--- config.mk ---
export PLATFORM = sky130hd
export DESIGN_NAME = serial_adder_flat
export DESIGN_NICKNAME = d
export VERILOG_FILES = /design/src/rtl/serial_adder_if.sv /design/src/rtl/serial_adder.sv /design/src/flat_wrapper.sv
export SDC_FILE = /design/constraint.sdc
export NUM_CORES = 1
export LEC_CHECK = 0
export CORE_UTILIZATION = 34
export DETAILED_ROUTE_END_ITERATION = 10
export GPL_ROUTABILITY_DRIVEN = 0
export PLACE_DENSITY = 0.6
export SLEW_MARGIN = 10
export SYNTH_ARGS = -nofsm -noshare
export SYNTH_HDL_FRONTEND = slang
export SYNTH_SLANG_ARGS = --single-unit
--- constraint.sdc ---
create_clock -name clk -period 1.65 [get_ports clk]
set_input_delay 0.33 -clock clk [delete_from_list [all_inputs] [get_ports clk]]
set_output_delay 0.33 -clock clk [all_outputs]
set_load 0.02 [all_outputs]
--- src/rtl/serial_adder_if.sv ---
// Handshake and data bundle for the bit-serial adder: operands and start request in,
// status and registered result out.
interface serial_adder_if #(
  parameter int unsigned WIDTH = 8
);
  logic             Start;
  logic [WIDTH-1:0] A;
  logic [WIDTH-1:0] B;
  logic             Busy;
  logic             Done;
  logic [WIDTH-1:0] Sum;
  logic             Carry;

  modport master (
    output Start, A, B,
    input  Busy, Done, Sum, Carry
  );

  modport slave (
    input  Start, A, B,
    output Busy, Done, Sum, Carry
  );
endinterface

--- src/rtl/serial_adder.sv ---
// Bit-serial adder: one full-adder cell reused LSB-first over WIDTH cycles, with a
// carry flop between bits. Result and status outputs are all registered.
module serial_adder #(
  parameter int unsigned WIDTH = 8
) (
  input logic           clk,
  input logic           reset,
  serial_adder_if.slave bus
);

  localparam int unsigned CntW = (WIDTH > 2) ? $clog2(WIDTH) : 1;
  localparam logic [CntW-1:0] LastCnt = CntW'(WIDTH - 1);

  typedef enum logic [1:0] {StIdle, StAdd, StDone} state_e;

  state_e           state_q, state_d;
  logic [WIDTH-1:0] a_q, a_d;
  logic [WIDTH-1:0] b_q, b_d;
  logic [WIDTH-1:0] psum_q, psum_d;
  logic             cflop_q, cflop_d;
  logic [CntW-1:0]  cnt_q, cnt_d;
  logic [WIDTH-1:0] sum_q, sum_d;
  logic             cout_q, cout_d;
  logic             busy_q, busy_d;
  logic             done_q, done_d;

  // Full adder built as two half adders; carry out feeds the carry flop.
  logic ha_p, ha_g, bit_s, bit_c;
  always_comb begin
    ha_p  = a_q[0] ^ b_q[0];
    ha_g  = a_q[0] & b_q[0];
    bit_s = ha_p ^ cflop_q;
    bit_c = ha_g | (cflop_q & ha_p);
  end

  always_comb begin
    state_d = state_q;
    a_d     = a_q;
    b_d     = b_q;
    psum_d  = psum_q;
    cflop_d = cflop_q;
    cnt_d   = cnt_q;
    sum_d   = sum_q;
    cout_d  = cout_q;

    unique case (state_q)
      StIdle: begin
        if (bus.Start) begin
          a_d     = bus.A;
          b_d     = bus.B;
          psum_d  = '0;
          cflop_d = 1'b0;
          cnt_d   = '0;
          state_d = StAdd;
        end
      end
      StAdd: begin
        a_d     = a_q >> 1;
        b_d     = b_q >> 1;
        psum_d  = {bit_s, psum_q[WIDTH-1:1]};
        cflop_d = bit_c;
        cnt_d   = cnt_q + 1'b1;
        if (cnt_q == LastCnt) begin
          sum_d   = {bit_s, psum_q[WIDTH-1:1]};
          cout_d  = bit_c;
          state_d = StDone;
        end
      end
      StDone: begin
        state_d = StIdle;
      end
      default: begin
        state_d = StIdle;
      end
    endcase

    // Status flags track the state being entered so they line up with it.
    busy_d = (state_d == StAdd);
    done_d = (state_d == StDone);
  end

  always_ff @(posedge clk) begin
    if (reset) begin
      state_q <= StIdle;
      a_q     <= '0;
      b_q     <= '0;
      psum_q  <= '0;
      cflop_q <= 1'b0;
      cnt_q   <= '0;
      sum_q   <= '0;
      cout_q  <= 1'b0;
      busy_q  <= 1'b0;
      done_q  <= 1'b0;
    end else begin
      state_q <= state_d;
      a_q     <= a_d;
      b_q     <= b_d;
      psum_q  <= psum_d;
      cflop_q <= cflop_d;
      cnt_q   <= cnt_d;
      sum_q   <= sum_d;
      cout_q  <= cout_d;
      busy_q  <= busy_d;
      done_q  <= done_d;
    end
  end

  assign bus.Busy  = busy_q;
  assign bus.Done  = done_q;
  assign bus.Sum   = sum_q;
  assign bus.Carry = cout_q;

endmodule
--- src/flat_wrapper.sv ---
// flat-port wrapper written by rule: the top's interface ports become plain ports
module serial_adder_flat 
#(
  parameter int unsigned WIDTH = 8
)
  (clk, reset, bus_Start, bus_A, bus_B, bus_Busy, bus_Done, bus_Sum, bus_Carry);
  serial_adder_if #(.WIDTH(WIDTH)) bus_i ();
  input logic clk;
  input logic reset;
  input wire logic [$bits(bus_i.Start)-1:0] bus_Start;
  input wire logic [$bits(bus_i.A)-1:0] bus_A;
  input wire logic [$bits(bus_i.B)-1:0] bus_B;
  output wire logic [$bits(bus_i.Busy)-1:0] bus_Busy;
  output wire logic [$bits(bus_i.Done)-1:0] bus_Done;
  output wire logic [$bits(bus_i.Sum)-1:0] bus_Sum;
  output wire logic [$bits(bus_i.Carry)-1:0] bus_Carry;
  assign bus_i.Start = bus_Start;
  assign bus_i.A = bus_A;
  assign bus_i.B = bus_B;
  assign bus_Busy = bus_i.Busy;
  assign bus_Done = bus_i.Done;
  assign bus_Sum = bus_i.Sum;
  assign bus_Carry = bus_i.Carry;
  serial_adder #(.WIDTH(WIDTH)) u_core (.clk(clk), .reset(reset), .bus(bus_i));
endmodule
; Yosys cells after proc, flatten, opt, wreduce, memory -nomap -nowiden
; Index checks and enable logic that the tools add are counted.
[op_classes]
n_addsub = 1
mul = 0
n_div = 0
magnitude_cmp = 0
eq_ne = 5
n_shift = 0
muxes = 13
n_bitwise = 5
reduce_logical = 4
[op_table]
columns = op, n
row1 = case mux 8 bit (2 select lines), 3
row2 = two-way mux 8 bit, 3
row3 = case mux 3 bit (2 select lines), 1
row4 = == test 2 x 1 -> 1 bit (second input constant), 2
row5 = two-way mux 2 bit, 2
row6 = case mux 2 bit (2 select lines), 1
row7 = AND reduction 2 bit, 2
row8 = adder 3 x 1 -> 3 bit (second input constant), 1
row9 = == test 3 bit (second input constant), 1
row10 = two-way mux 3 bit, 1
row11 = bitwise AND 1 bit, 2
row12 = == test 2 bit (second input constant), 1
row13 = zero test 2 bit, 1
row14 = inequality test 2 bit (second input constant), 1
row15 = case mux 1 bit (2 select lines), 1
row16 = nonzero test 2 bit, 1
row17 = bitwise XOR 1 bit, 2
row18 = two-way mux 1 bit, 1
row19 = OR 1 bit, 1
[word_totals]
reg_bits = 41
latch_bits = 0
mem_bits_rw = 0
rom_bits = 0
out_inout_bits = 11
n_memories = 0

; Logic depth before layout (Yosys ltp)
; Gate-level depths: netlist (run 1).
[depth]
depth_word = 4
ltp_mapped = 6
ltp_nobuf = 5

; Worst setup path after synthesis (run 1)
; No wires, ideal clock.
[synth_timing]
path_type = register to register
from = reg u_core.cnt_q[0]
to = reg u_core.sum_q[7] (netlist: u_core.bus.Sum[7])
setup_ps = 87
arrival_ps = 1232
required_time_ps = 1563
path_slack_ps = 331
stages_incl_launch_ff = 6
period_less_slack_ps = 1319
path_cell_list = dfxtp_1 ha_1 ha_1 and3b_1 buf_4 a211oi_1
[synth_between]
elab_chain_len = 2
[synth_rtl]
columns = element, line
row1 = "start, declared", serial_adder.sv:21  ; logic [CntW-1:0] cnt_q, cnt_d;
row2 = "start signal, assigned", serial_adder.sv:100  ; cnt_q <= cnt_d;
row3 = == test 3 bit, serial_adder.sv:63  ; if (cnt_q == LastCnt) begin
row4 = AND reduction 2 bit (no source line), -
row5 = "end signal, assigned", serial_adder.sv:101  ; sum_q <= sum_d;
row6 = "end, declared", serial_adder.sv:22  ; logic [WIDTH-1:0] sum_q, sum_d;
; Every way passes these cells.
; A chain may end at the register's enable or synchronous reset.

; Worst setup path in the final report (run 1)
[layout_timing]
from = reg u_core.sum_q[7] (netlist: u_core.bus.Sum[7])
to = out bus_Sum[7]
[layout_lines]
columns = element, line
row1 = "end, declared", flat_wrapper.sv:15  ; output wire logic [$bits(bus_i.Sum)-1:0] bus_Sum;
; No word-level cell between the ends.

==> impl_metrics.json, run 1 <==
{
  "drc": 0,
  "route.detailed.vias_per_inst": 4.77,
  "ctsHtreeMaxLevel": 2,
  "post-cts-setup-buffer-count": 0,
  "crit_path_max_incr_delay_ns": 0.60,
  "unrepaired_setup_endpoints_after_global_routing": "false",
  "port_buffers": 29,
  "cap_violations": 0,
  "yosys_register_bits": 40,
  "ant_nets": 0,
  "report.final.setup_viol": 0,
  "status": "finished clean",
  "detailroute.wirelength.met3_um": 144,
  "timing.critical_path.arrival_ns": 1.23,
  "net_count_final": 212,
  "grt_first_pass_wirelength_mm": 5.22,
  "max-vdd-ir-drop_mv": 0.323,
  "worst-slew-pin-transition_ns": 0.592,
  "net_count_of_the_mapped_netlist": 184,
  "dr.pass1.iters": 4,
  "critical_path_end_type": "primary output",
  "floorplan.initialDensity_pct": 35.1,
  "cp_cell_sequence": "clkdlybuf4s50_1",
  "num_vias": 1225,
  "finalHoldWorstSlack_ns": 0.458,
  "max-clock-path-buffers": 2,
  "critPathBufInv": 1,
  "detailedPlacementHpwl_mm": 2.02,
  "tritoncts_clock_tree": "yes",
  "antenna-diode-count": 0,
  "seq_area_frac_synth_pct": 48.3,
  "post-route-min-period_ns": 1.56,
  "detailedRoute.firstIterationViolations": 45,
  "cp_top_family": "buffers and inverters",
  "tns_setup_ns": 0,
  "hold_end": "u_core.bus.Sum[1]$_SDFFE_PP0P_",
  "min_path_type": "reg2reg",
  "leakage_nw": 0.745,
  "report.final.hold_viol_count": 0,
  "regToRegSetupSlack_ns": 0.23,
  "power_per_cell_area_nw_per_um2": 903,
  "worst_hold_path.num_cells": 2,
  "crit_path_top_delay_cell": "sky130_fd_sc_hd__clkdlybuf4s50_1",
  "max_slew_margin_pct": 60.5,
  "area_growth_syn_to_layout_pct": 24.4,
  "rr_endpoint": "u_core.bus.Carry$_SDFFE_PP0P_",
  "slew_viol_final": 0,
  "routed.top_layer": "met4",
  "max_freq_mhz": 641,
  "core.rowCount": 25,
  "worstPathRequired_ns": 1.32,
  "clk_pin_slew_ns": 0.07,
  "clock_skew_ns": 0.00512,
  "synth_area_sq_um": 1660,
  "post_synth_inst_count": 162,
  "timing.critical_path.fanout_max": 2,
  "clock-sinks": 40,
  "timing.final.crit_share_pct": 94.5,
  "min-delay-start": "u_core.bus.Sum[1]$_SDFFE_PP0P_",
  "clk_latency_ns": 0.29,
  "grt_antenna_before_repair": 0,
  "fp.dieW_um": 71.9,
  "vias_in_the_first_global_route": 1187,
  "die_area_sq_um": 5160,
  "core_sq_um": 4720,
  "synth.lib_cells_used.distinct": 26,
  "route.layer.met1.wl_mm": 1.34,
  "drt_wl_total_mm": 2.93,
  "grt_remaining_overflow": 0,
  "cts_root_buffer": "sky130_fd_sc_hd__clkbuf_8",
  "cts_inserted_buffers": 5,
  "drive_gt1_share_pct": 12.6,
  "worst-setup-path-type": "reg2out",
  "grt_start_max_net_pins": 41,
  "reg2reg_depth": 5,
  "critical_path.reg2reg.startpoint": "u_core.cnt_q[0]$_SDFFE_PP0P_",
  "fp.dieH_um": 71.9,
  "startpoint_type": "register",
  "pin_count": 30,
  "syn_avg_cell_area_sq_um": 10.2,
  "fin_util_pct": 43.7,
  "track_usage_pct": 13.0,
  "met2_wirelength_mm": 1.41,
  "wire_per_inst_um": 11.4,
  "yosysWarnings": 0
}
-- cells by family (layout without fill, tap and decap cells) --
logic type	Yosys count	in the layout	share of synthesized area (%)
buffers and inverters	15	43	7.69
flip-flops	40	40	48.3
multiplexers	15	15	9.05
AND/OR/NAND/NOR	50	50	13.3
adder cells (fa/ha/maj)	3	3	2.71
AO/OA/AOI/OAI	39	39	19.0
-- sequential cells by signal (all words and copies together), names as in the netlist --
register / cells
u_core.psum_q: 7
u_core.a_q: 8
u_core.bus.Carry: 1
u_core.bus.Sum: 8
u_core.state_q: 2
u_core.cflop_q: 1
u_core.bus.Busy: 1
u_core.cnt_q: 3
u_core.b_q: 8
u_core.bus.Done: 1
-- cell type report --
type | count | area [sq um]
Clock inverter | 1 | 5.00
Sequential cell | 40 | 801
Clock buffer | 6 | 72.6
Fill cell | 464 | 2660
Inverter | 3 | 11.3
Multi-Input combinational cell | 107 | 732
Timing Repair Buffer | 33 | 358
Tap cell | 67 | 83.8
-- cells in the mapped netlist (all sizes together) --
master,count,area (sq um)
o21ba,1,10.0
nor3b,1,7.51
buf,8,101
nand2b,1,6.26
ha,2,25.0
a22oi,10,75.1
fa,1,20.0
o21bai,1,7.51
nand2,14,52.6
a211oi,18,170
a21oi,7,35.0
mux2i,15,150
inv,3,11.3
clkbuf,4,15.0
nor2,31,131
nand3b,1,7.51
and3b,1,8.76
dfxtp,40,801
a2bb2oi,2,17.5
nor2b,1,6.26
-- tightest hold or removal path, stage by stage (launching register included) --
cell and delay [ns]:
sky130_fd_sc_hd__dfxtp_1 0.31, sky130_fd_sc_hd__nand2_1 0.05, sky130_fd_sc_hd__a21oi_1 0.05
-- worst max-delay path by stage --
| stage | slack [ns] | depth (start not counted) | end | from |
|---|---|---|---|---|
| 6_report | 0.09 | 1 | bus_Sum[7] | u_core.bus.Sum[7]$_SDFFE_PP0P_ |
| 5_1_grt | 0.04 | 1 | bus_Sum[7] | u_core.bus.Sum[7]$_SDFFE_PP0P_ |
| 4_1_cts | 0.08 | 1 | bus_Sum[7] | u_core.bus.Sum[7]$_SDFFE_PP0P_ |
| 3_5_place_dp | 0.08 | 5 | u_core.cnt_q[2]$_SDFFE_PP0P_ | bus_Start |
| 3_3_place_gp | 0.12 | 5 | u_core.a_q[0]$_SDFFE_PP0P_ | bus_Start |
| 2_1_floorplan | 0.33 | 5 | u_core.bus.Sum[7]$_SDFFE_PP0P_ | u_core.cnt_q[0]$_SDFFE_PP0P_ |
-- cell usage in the layout, fill, tap and decap left out, types with 2 or more instances in the layout --
cell                              instances
sky130_fd_sc_hd__inv_1                    3
sky130_fd_sc_hd__a211oi_1                11
sky130_fd_sc_hd__nor2_2                   6
sky130_fd_sc_hd__dfxtp_1                 40
sky130_fd_sc_hd__clkdlybuf4s50_1         29
sky130_fd_sc_hd__clkbuf_8                 5
sky130_fd_sc_hd__buf_12                   3
sky130_fd_sc_hd__nor2_1                  25
sky130_fd_sc_hd__a211oi_2                 7
sky130_fd_sc_hd__ha_1                     2
sky130_fd_sc_hd__a22oi_1                 10
sky130_fd_sc_hd__a21oi_1                  7
sky130_fd_sc_hd__nand2_1                 14
sky130_fd_sc_hd__a2bb2oi_1                2
sky130_fd_sc_hd__mux2i_1                 15
-- metrics by stage --
step | std cells | cell area [sq um] | total power (W) | worst slack [ns]
after detailed placement | 250 | 1980 | 0.00129 | 0.0847
after CTS | 257 | 2060 | 0.00189 | 0.0763
after global routing | 257 | 2060 | 0.00196 | 0.0390
after global placement | 250 | 1980 | 0.00128 | 0.117
final | 257 | 2060 | 0.00186 | 0.0908
after floorplan | 162 | 1660 | 0.00122 | 0.331
-- repair_timing --
action,in CTS,in global routing
hold buffers,0,0
setup endpoints to repair,0,2
resized for setup,0,1
-- metal layers --
metal	global-route usage [%]	vias up
met5	0	-
met4	6.54	0
met3	4.50	6
met2	22.0	27
met1	14.5	569
li1	-	623
-- power by group --
group	total, W	internal (W)	leakage (nW)	switching (W)
Combinational	0.000230	0.000124	0.377	0.000105
Clock	0.000599	0.000287	0.0410	0.000311
Sequential	0.00103	0.00101	0.327	0.0000279
Total	0.00186	0.00142	0.745	0.000445
Power figures use the tool's default switching activity.
==> run 2, diff against run 1 <==
--- a/config.mk
+++ b/config.mk
@@ -8,7 +8,7 @@
 export CORE_UTILIZATION = 34
 export DETAILED_ROUTE_END_ITERATION = 10
 export GPL_ROUTABILITY_DRIVEN = 0
-export PLACE_DENSITY = 0.6
+export PLACE_DENSITY_LB_ADDON = 0.05
 export SLEW_MARGIN = 10
 export SYNTH_ARGS = -nofsm -noshare
 export SYNTH_HDL_FRONTEND = slang
==> run 2 against run 1 <==
Maximum frequency decreased by 0.90%; global-route usage down 0.18 points; worst setup slack got worse by 0.014 ns; largest cell class unchanged; count of clock-buffer cells in the layout unchanged; sequential power about the same; die area unchanged; critical path type unchanged.
==> impl_metrics.json, run 2 (synthesized netlist as in run 1, its figures left out) <==
{
  "grt_remaining_overflow": 0,
  "vias_in_the_first_global_route": 1159,
  "core.rowCount": 25,
  "net_count_final": 214,
  "slew_viol_final": 0,
  "port_buffers": 29,
  "cts_hold_buffers": 0,
  "clock_skew_ns": 0.00471,
  "layout.cells.most_common": "sky130_fd_sc_hd__dfxtp_1",
  "core_sq_um": 4720,
  "area_growth_syn_to_layout_pct": 26.1,
  "ctsHtreeMaxLevel": 2,
  "clk_pin_slew_ns": 0.08,
  "regToRegSetupSlack_ns": 0.18,
  "post_cts_resize_count": 0,
  "max-vdd-ir-drop_mv": 0.376,
  "route.detailed.vias_per_inst": 4.62,
  "detailedRoute.firstIterationViolations": 73,
  "num_vias": 1202,
  "max_slew_margin_pct": 74.2,
  "power_per_cell_area_nw_per_um2": 923,
  "clk_latency_ns": 0.29,
  "grt_antenna_before_repair": 0,
  "report.final.hold_viol_count": 0,
  "report.final.setup_viol": 0,
  "drt_wl_total_mm": 2.96,
  "die_area_sq_um": 5160,
  "pin_count": 30,
  "timing.critical_path.fanout_max": 2,
  "fin_ws_ns": 0.0766,
  "cap_violations": 0,
  "cts_inserted_buffers": 5,
  "ant_nets": 0,
  "drive_gt1_share_pct": 14.0,
  "critical_path_end_type": "primary output",
  "unrepaired_setup_endpoints_after_global_routing": "false",
  "track_usage_pct": 12.8,
  "cts_root_buffer": "sky130_fd_sc_hd__clkbuf_8",
  "detailedPlace.worstSlack_ns": 0.0721,
  "cp_cell_sequence": "clkdlybuf4s50_1",
  "critical_path.reg2reg.startpoint": "u_core.cnt_q[0]$_SDFFE_PP0P_",
  "leakage_nw": 0.766,
  "worst-setup-path-type": "reg2out",
  "rr_endpoint": "u_core.bus.Sum[7]$_SDFFE_PP0P_",
  "tritoncts_clock_tree": "yes",
  "max_freq_mhz": 636,
  "critPathBufInv": 1,
  "timing.final.crit_share_pct": 95.4,
  "crit_path_top_delay_cell": "sky130_fd_sc_hd__clkdlybuf4s50_1",
  "hold_end": "u_core.bus.Sum[6]$_SDFFE_PP0P_",
  "grt_first_pass_wirelength_mm": 5.18,
  "status": "finished clean",
  "timing.critical_path.arrival_ns": 1.24,
  "worst-slew-pin-transition_ns": 0.387,
  "detailedPlacementHpwl_mm": 1.94,
  "drc": 0,
  "clock-sinks": 40,
  "worst_hold_path.num_cells": 2,
  "min-delay-start": "u_core.bus.Sum[6]$_SDFFE_PP0P_",
  "floorplan.initialDensity_pct": 35.1,
  "grt_start_max_net_pins": 41,
  "tns_setup_ns": 0,
  "wire_per_inst_um": 11.4,
  "antenna-diode-count": 0,
  "mostFrequentLayoutCells": "40 x sky130_fd_sc_hd__dfxtp_1, 29 x sky130_fd_sc_hd__clkdlybuf4s50_1, 25 x sky130_fd_sc_hd__nor2_1",
  "post-cts-setup-buffer-count": 0,
  "max-clock-path-buffers": 2,
  "fp.dieW_um": 71.9,
  "reg2reg_depth": 5,
  "post-route-min-period_ns": 1.57,
  "dr.pass1.iters": 4,
  "crit_path_max_incr_delay_ns": 0.61,
  "fp.dieH_um": 71.9,
  "min_path_type": "reg2reg",
  "cp_top_family": "buffers and inverters",
  "startpoint_type": "register",
  "worstPathRequired_ns": 1.32
}
-- run 2: cell count changes in the layout (fill, tap and decap cells not counted) --
cell,before,now
sky130_fd_sc_hd__buf_4,1,3
sky130_fd_sc_hd__clkinv_2,1,2
sky130_fd_sc_hd__clkbuf_8,5,6
sky130_fd_sc_hd__clkbuf_1,1,0
sky130_fd_sc_hd__and3b_1,0,1
sky130_fd_sc_hd__and3b_2,1,0
-- run 2: per-layer routing --
| layer | wire (um) | vias to the layer above | part of all wire (%) | track usage, % |
|---|---|---|---|---|
| met4 | 45 | 0 | 1.5 | 6.54 |
| met3 | 111 | 6 | 3.8 | 3.23 |
| met1 | 1480 | 549 | 50 | 16.0 |
| li1 | - | 624 | - | - |
| met2 | 1320 | 23 | 45 | 20.4 |
| met5 | 0 | - | 0 | 0 |
-- run 2: worst max path at each step --
stage                                               from                             end  slack, ns  depth (start not counted)
final                     u_core.bus.Sum[5]$_SDFFE_PP0P_                      bus_Sum[5]       0.08                          1
after CTS                 u_core.bus.Sum[5]$_SDFFE_PP0P_                      bus_Sum[5]       0.07                          1
after global routing        u_core.cnt_q[0]$_SDFFE_PP0P_  u_core.bus.Sum[7]$_SDFFE_PP0P_       0.01                          5
after detailed placement                       bus_Start      u_core.a_q[5]$_SDFFE_PP0P_       0.07                          5
after floorplan             u_core.cnt_q[0]$_SDFFE_PP0P_  u_core.bus.Sum[7]$_SDFFE_PP0P_       0.33                          5
after global placement                         bus_Start      u_core.a_q[0]$_SDFFE_PP0P_       0.13                          5
-- run 2: layout make-up --
| type | count | area [sq um] |
|---|---|---|
| fill | 472 | 2630 |
| sequential | 40 | 801 |
| multi-input combinational | 107 | 731 |
| timing repair buffer | 35 | 373 |
| tap | 67 | 83.8 |
| clock buffer | 6 | 82.6 |
| inverter | 3 | 11.3 |
| clock inverter | 2 | 10.0 |
-- run 2: power by group --
group / switching, W / internal [W] / leakage (nW)
Sequential: 0.0000256 / 0.00101 / 0.327
Combinational: 0.000108 / 0.000128 / 0.388
Clock: 0.000330 / 0.000334 / 0.0510
Total: 0.000464 / 0.00147 / 0.766
-- run 2: metrics by stage --
| step | total power, W | utilization (%) | hold WS (ns) | instance area (sq um) | cells |
|---|---|---|---|---|---|
| finish | 0.00193 | 44.3 | 0.453 | 2090 | 260 |
| global route | 0.00203 | 44.3 | 0.472 | 2090 | 260 |
| CTS | 0.00196 | 44.3 | 0.458 | 2090 | 260 |
| detailed placement | 0.00129 | 42.3 | 0.447 | 2000 | 252 |
| global placement | 0.00129 | 42.3 | 0.444 | 2000 | 252 |
| floorplan | 0.00122 | - | 0.432 | 1660 | 162 |
==> run 3, diff against run 2 <==
--- a/config.mk
+++ b/config.mk
@@ -5,6 +5,7 @@
 export SDC_FILE = /design/constraint.sdc
 export NUM_CORES = 1
 export LEC_CHECK = 0
+export CORE_ASPECT_RATIO = 0.75
 export CORE_UTILIZATION = 34
 export DETAILED_ROUTE_END_ITERATION = 10
 export GPL_ROUTABILITY_DRIVEN = 0
==> constraint.sdc (replaced) <==
create_clock -name clk -period 1.9 [get_ports clk]
set_input_delay 0.38 -clock clk [delete_from_list [all_inputs] [get_ports clk]]
set_output_delay 0.38 -clock clk [all_outputs]
set_load 0.02 [all_outputs]
==> run 3 against run 2 <==
Combinational power is 15% lower; final cell count is 5.8% lower; register-to-register slack better by 0.14 ns; count of clock-buffer cells in the layout is 1 lower; largest cell class unchanged; via count is 1.1% higher; critical path depth stayed put; clock skew hardly changed; total power is 18% lower; global-route usage is 0.62 points higher; cell area is 2.9% lower; first-iteration DRC count is 11% lower; clock power is 26% lower; largest power group unchanged.
==> impl_metrics.json, run 3 (synthesized netlist as in run 1, its figures left out) <==
{
  "intPower_w": 0.00122,
  "route.detailed.vias_per_inst": 4.96,
  "pin_count": 30,
  "slew_viol_final": 0,
  "detailedPlacementHpwl_mm": 2.04,
  "net_count_final": 212,
  "wire_per_inst_um": 12.5,
  "tritoncts_clock_tree": "yes",
  "grt_start_max_net_pins": 41,
  "max_slew_margin_pct": 56.9,
  "timing.critical_path.fanout_max": 2,
  "dpl_cell_area_sq_um": 1960,
  "num_vias": 1215,
  "sequentialPowerShare_pct": 56.4,
  "worstPathRequired_ns": 1.52,
  "fp.dieH_um": 62.5,
  "core.rowCount": 21,
  "power_per_cell_area_nw_per_um2": 781,
  "worst_hold_path.num_cells": 2,
  "clock_skew_ns": 0.00498,
  "cp_top_family": "buffers and inverters",
  "report.final.setup_viol": 0,
  "cp_cell_sequence": "clkdlybuf4s50_1",
  "critPathBufInv": 1,
  "worst-slew-pin-transition_ns": 0.647,
  "hold_end": "u_core.bus.Sum[2]$_SDFFE_PP0P_",
  "rr_endpoint": "u_core.cnt_q[0]$_SDFFE_PP0P_",
  "vias_in_the_first_global_route": 1143,
  "status": "finished clean",
  "drive_gt1_share_pct": 12.2,
  "antenna-diode-count": 0,
  "post-cts-setup-buffer-count": 0,
  "crit_path_top_delay_cell": "sky130_fd_sc_hd__clkdlybuf4s50_1",
  "clk_latency_ns": 0.28,
  "drt_wl_total_mm": 3.06,
  "report.final.hold_viol_count": 0,
  "min_path_type": "reg2reg",
  "timing.critical_path.arrival_ns": 1.22,
  "post_route_cell_area_sq_um": 2030,
  "regToRegSetupSlack_ns": 0.32,
  "drc": 0,
  "grt_antenna_before_repair": 0,
  "clk_pin_slew_ns": 0.07,
  "worst-setup-path-type": "reg2out",
  "timing.final.crit_share_pct": 84.3,
  "reg2reg_depth": 4,
  "leakage_nw": 0.741,
  "port_buffers": 29,
  "power.share.switching_pct": 23.4,
  "layout.cells.most_common": "sky130_fd_sc_hd__dfxtp_1",
  "area_growth_syn_to_layout_pct": 22.5,
  "stdcell_count": 245,
  "max-clock-path-buffers": 2,
  "share_comb_of_total_power_pct": 12.6,
  "clock-sinks": 40,
  "cap_violations": 0,
  "cts_root_buffer": "sky130_fd_sc_hd__clkbuf_8",
  "place.detailed.instances": 240,
  "grt_remaining_overflow": 0,
  "crit_path_max_incr_delay_ns": 0.61,
  "cts_hold_buffers": 0,
  "dr.pass1.iters": 4,
  "min-delay-start": "u_core.bus.Sum[2]$_SDFFE_PP0P_",
  "post-route-min-period_ns": 1.60,
  "core_sq_um": 4570,
  "floorplan.initialDensity_pct": 36.3,
  "design_power_total_w": 0.00159,
  "die_area_sq_um": 5170,
  "finalHoldWorstSlack_ns": 0.455,
  "cts_inserted_buffers": 5,
  "p_switching_w": 0.000372,
  "fp.dieW_um": 82.7,
  "clock_power_share_pct": 31.0,
  "ant_nets": 0,
  "critical_path_end_type": "primary output",
  "final.fill_count": 464,
  "track_usage_pct": 13.4,
  "grt_first_pass_wirelength_mm": 5.29,
  "max_freq_mhz": 625,
  "detailedRoute.firstIterationViolations": 65,
  "unrepaired_setup_endpoints_after_global_routing": "false",
  "mostFrequentLayoutCells": "40 x sky130_fd_sc_hd__dfxtp_1, 29 x sky130_fd_sc_hd__clkdlybuf4s50_1, 25 x sky130_fd_sc_hd__nor2_1",
  "critical_path.reg2reg.startpoint": "u_core.state_q[0]$_SDFF_PP0_",
  "max-vdd-ir-drop_mv": 0.383,
  "startpoint_type": "register",
  "post_cts_resize_count": 0,
  "ctsHtreeMaxLevel": 2
}
-- run 3: metrics by stage --
stage | setup slack (ns) | setup TNS [ns] | util (%)
after detailed placement | -0.169 | -1.73 | 42.9
after floorplan | 0.581 | 0 | -
after CTS | 0.125 | 0 | 44.4
final | 0.299 | 0 | 44.4
after global routing | 0.165 | 0 | 44.4
after global placement | -0.0951 | -1.03 | 42.9
-- run 3: routing by layer --
layer  track usage, %  part of all wire, %
met5                0                    0
met4             5.82                  1.8
met3             4.09                  4.7
met2             19.6                   42
met1             18.1                   52
-- run 3: area by class of cell --
type	instances	area, sq um	area share (%)
Multi-Input combinational cell	107	734	36.1
Sequential cell	40	801	39.4
Clock buffer	5	68.8	3.39
Timing Repair Buffer	33	345	17.0
Tap cell	57	71.3	3.51
Inverter	3	11.3	0.554
-- run 3: power groups by stage --
| stage | Sequential (W) | Clock (W) | Combinational [W] |
|---|---|---|---|
| after floorplan | 0.000912 | 0 | 0.000149 |
| after global placement | 0.000913 | 0 | 0.000199 |
| after detailed placement | 0.000914 | 0 | 0.000202 |
| after CTS | 0.000895 | 0.000516 | 0.000203 |
| after global routing | 0.000900 | 0.000548 | 0.000219 |
| final | 0.000895 | 0.000492 | 0.000200 |
-- run 3: how the worst max path moves through the flow --
| stage | startpoint | to | slack [ns] | depth (start not counted) |
|---|---|---|---|---|
| floorplan | u_core.cnt_q[0]$_SDFFE_PP0P_ | u_core.bus.Sum[7]$_SDFFE_PP0P_ | 0.58 | 5 |
| detailed placement | bus_Start | u_core.b_q[7]$_SDFFE_PP0P_ | -0.17 | 4 |
| CTS | bus_Start | u_core.b_q[7]$_SDFFE_PP0P_ | 0.12 | 4 |
| finish | u_core.bus.Sum[7]$_SDFFE_PP0P_ | bus_Sum[7] | 0.30 | 1 |
| global route | u_core.state_q[0]$_SDFF_PP0_ | u_core.psum_q[4]$_SDFFE_PP0P_ | 0.16 | 4 |
| global placement | bus_Start | u_core.psum_q[6]$_SDFFE_PP0P_ | -0.1 | 4 |
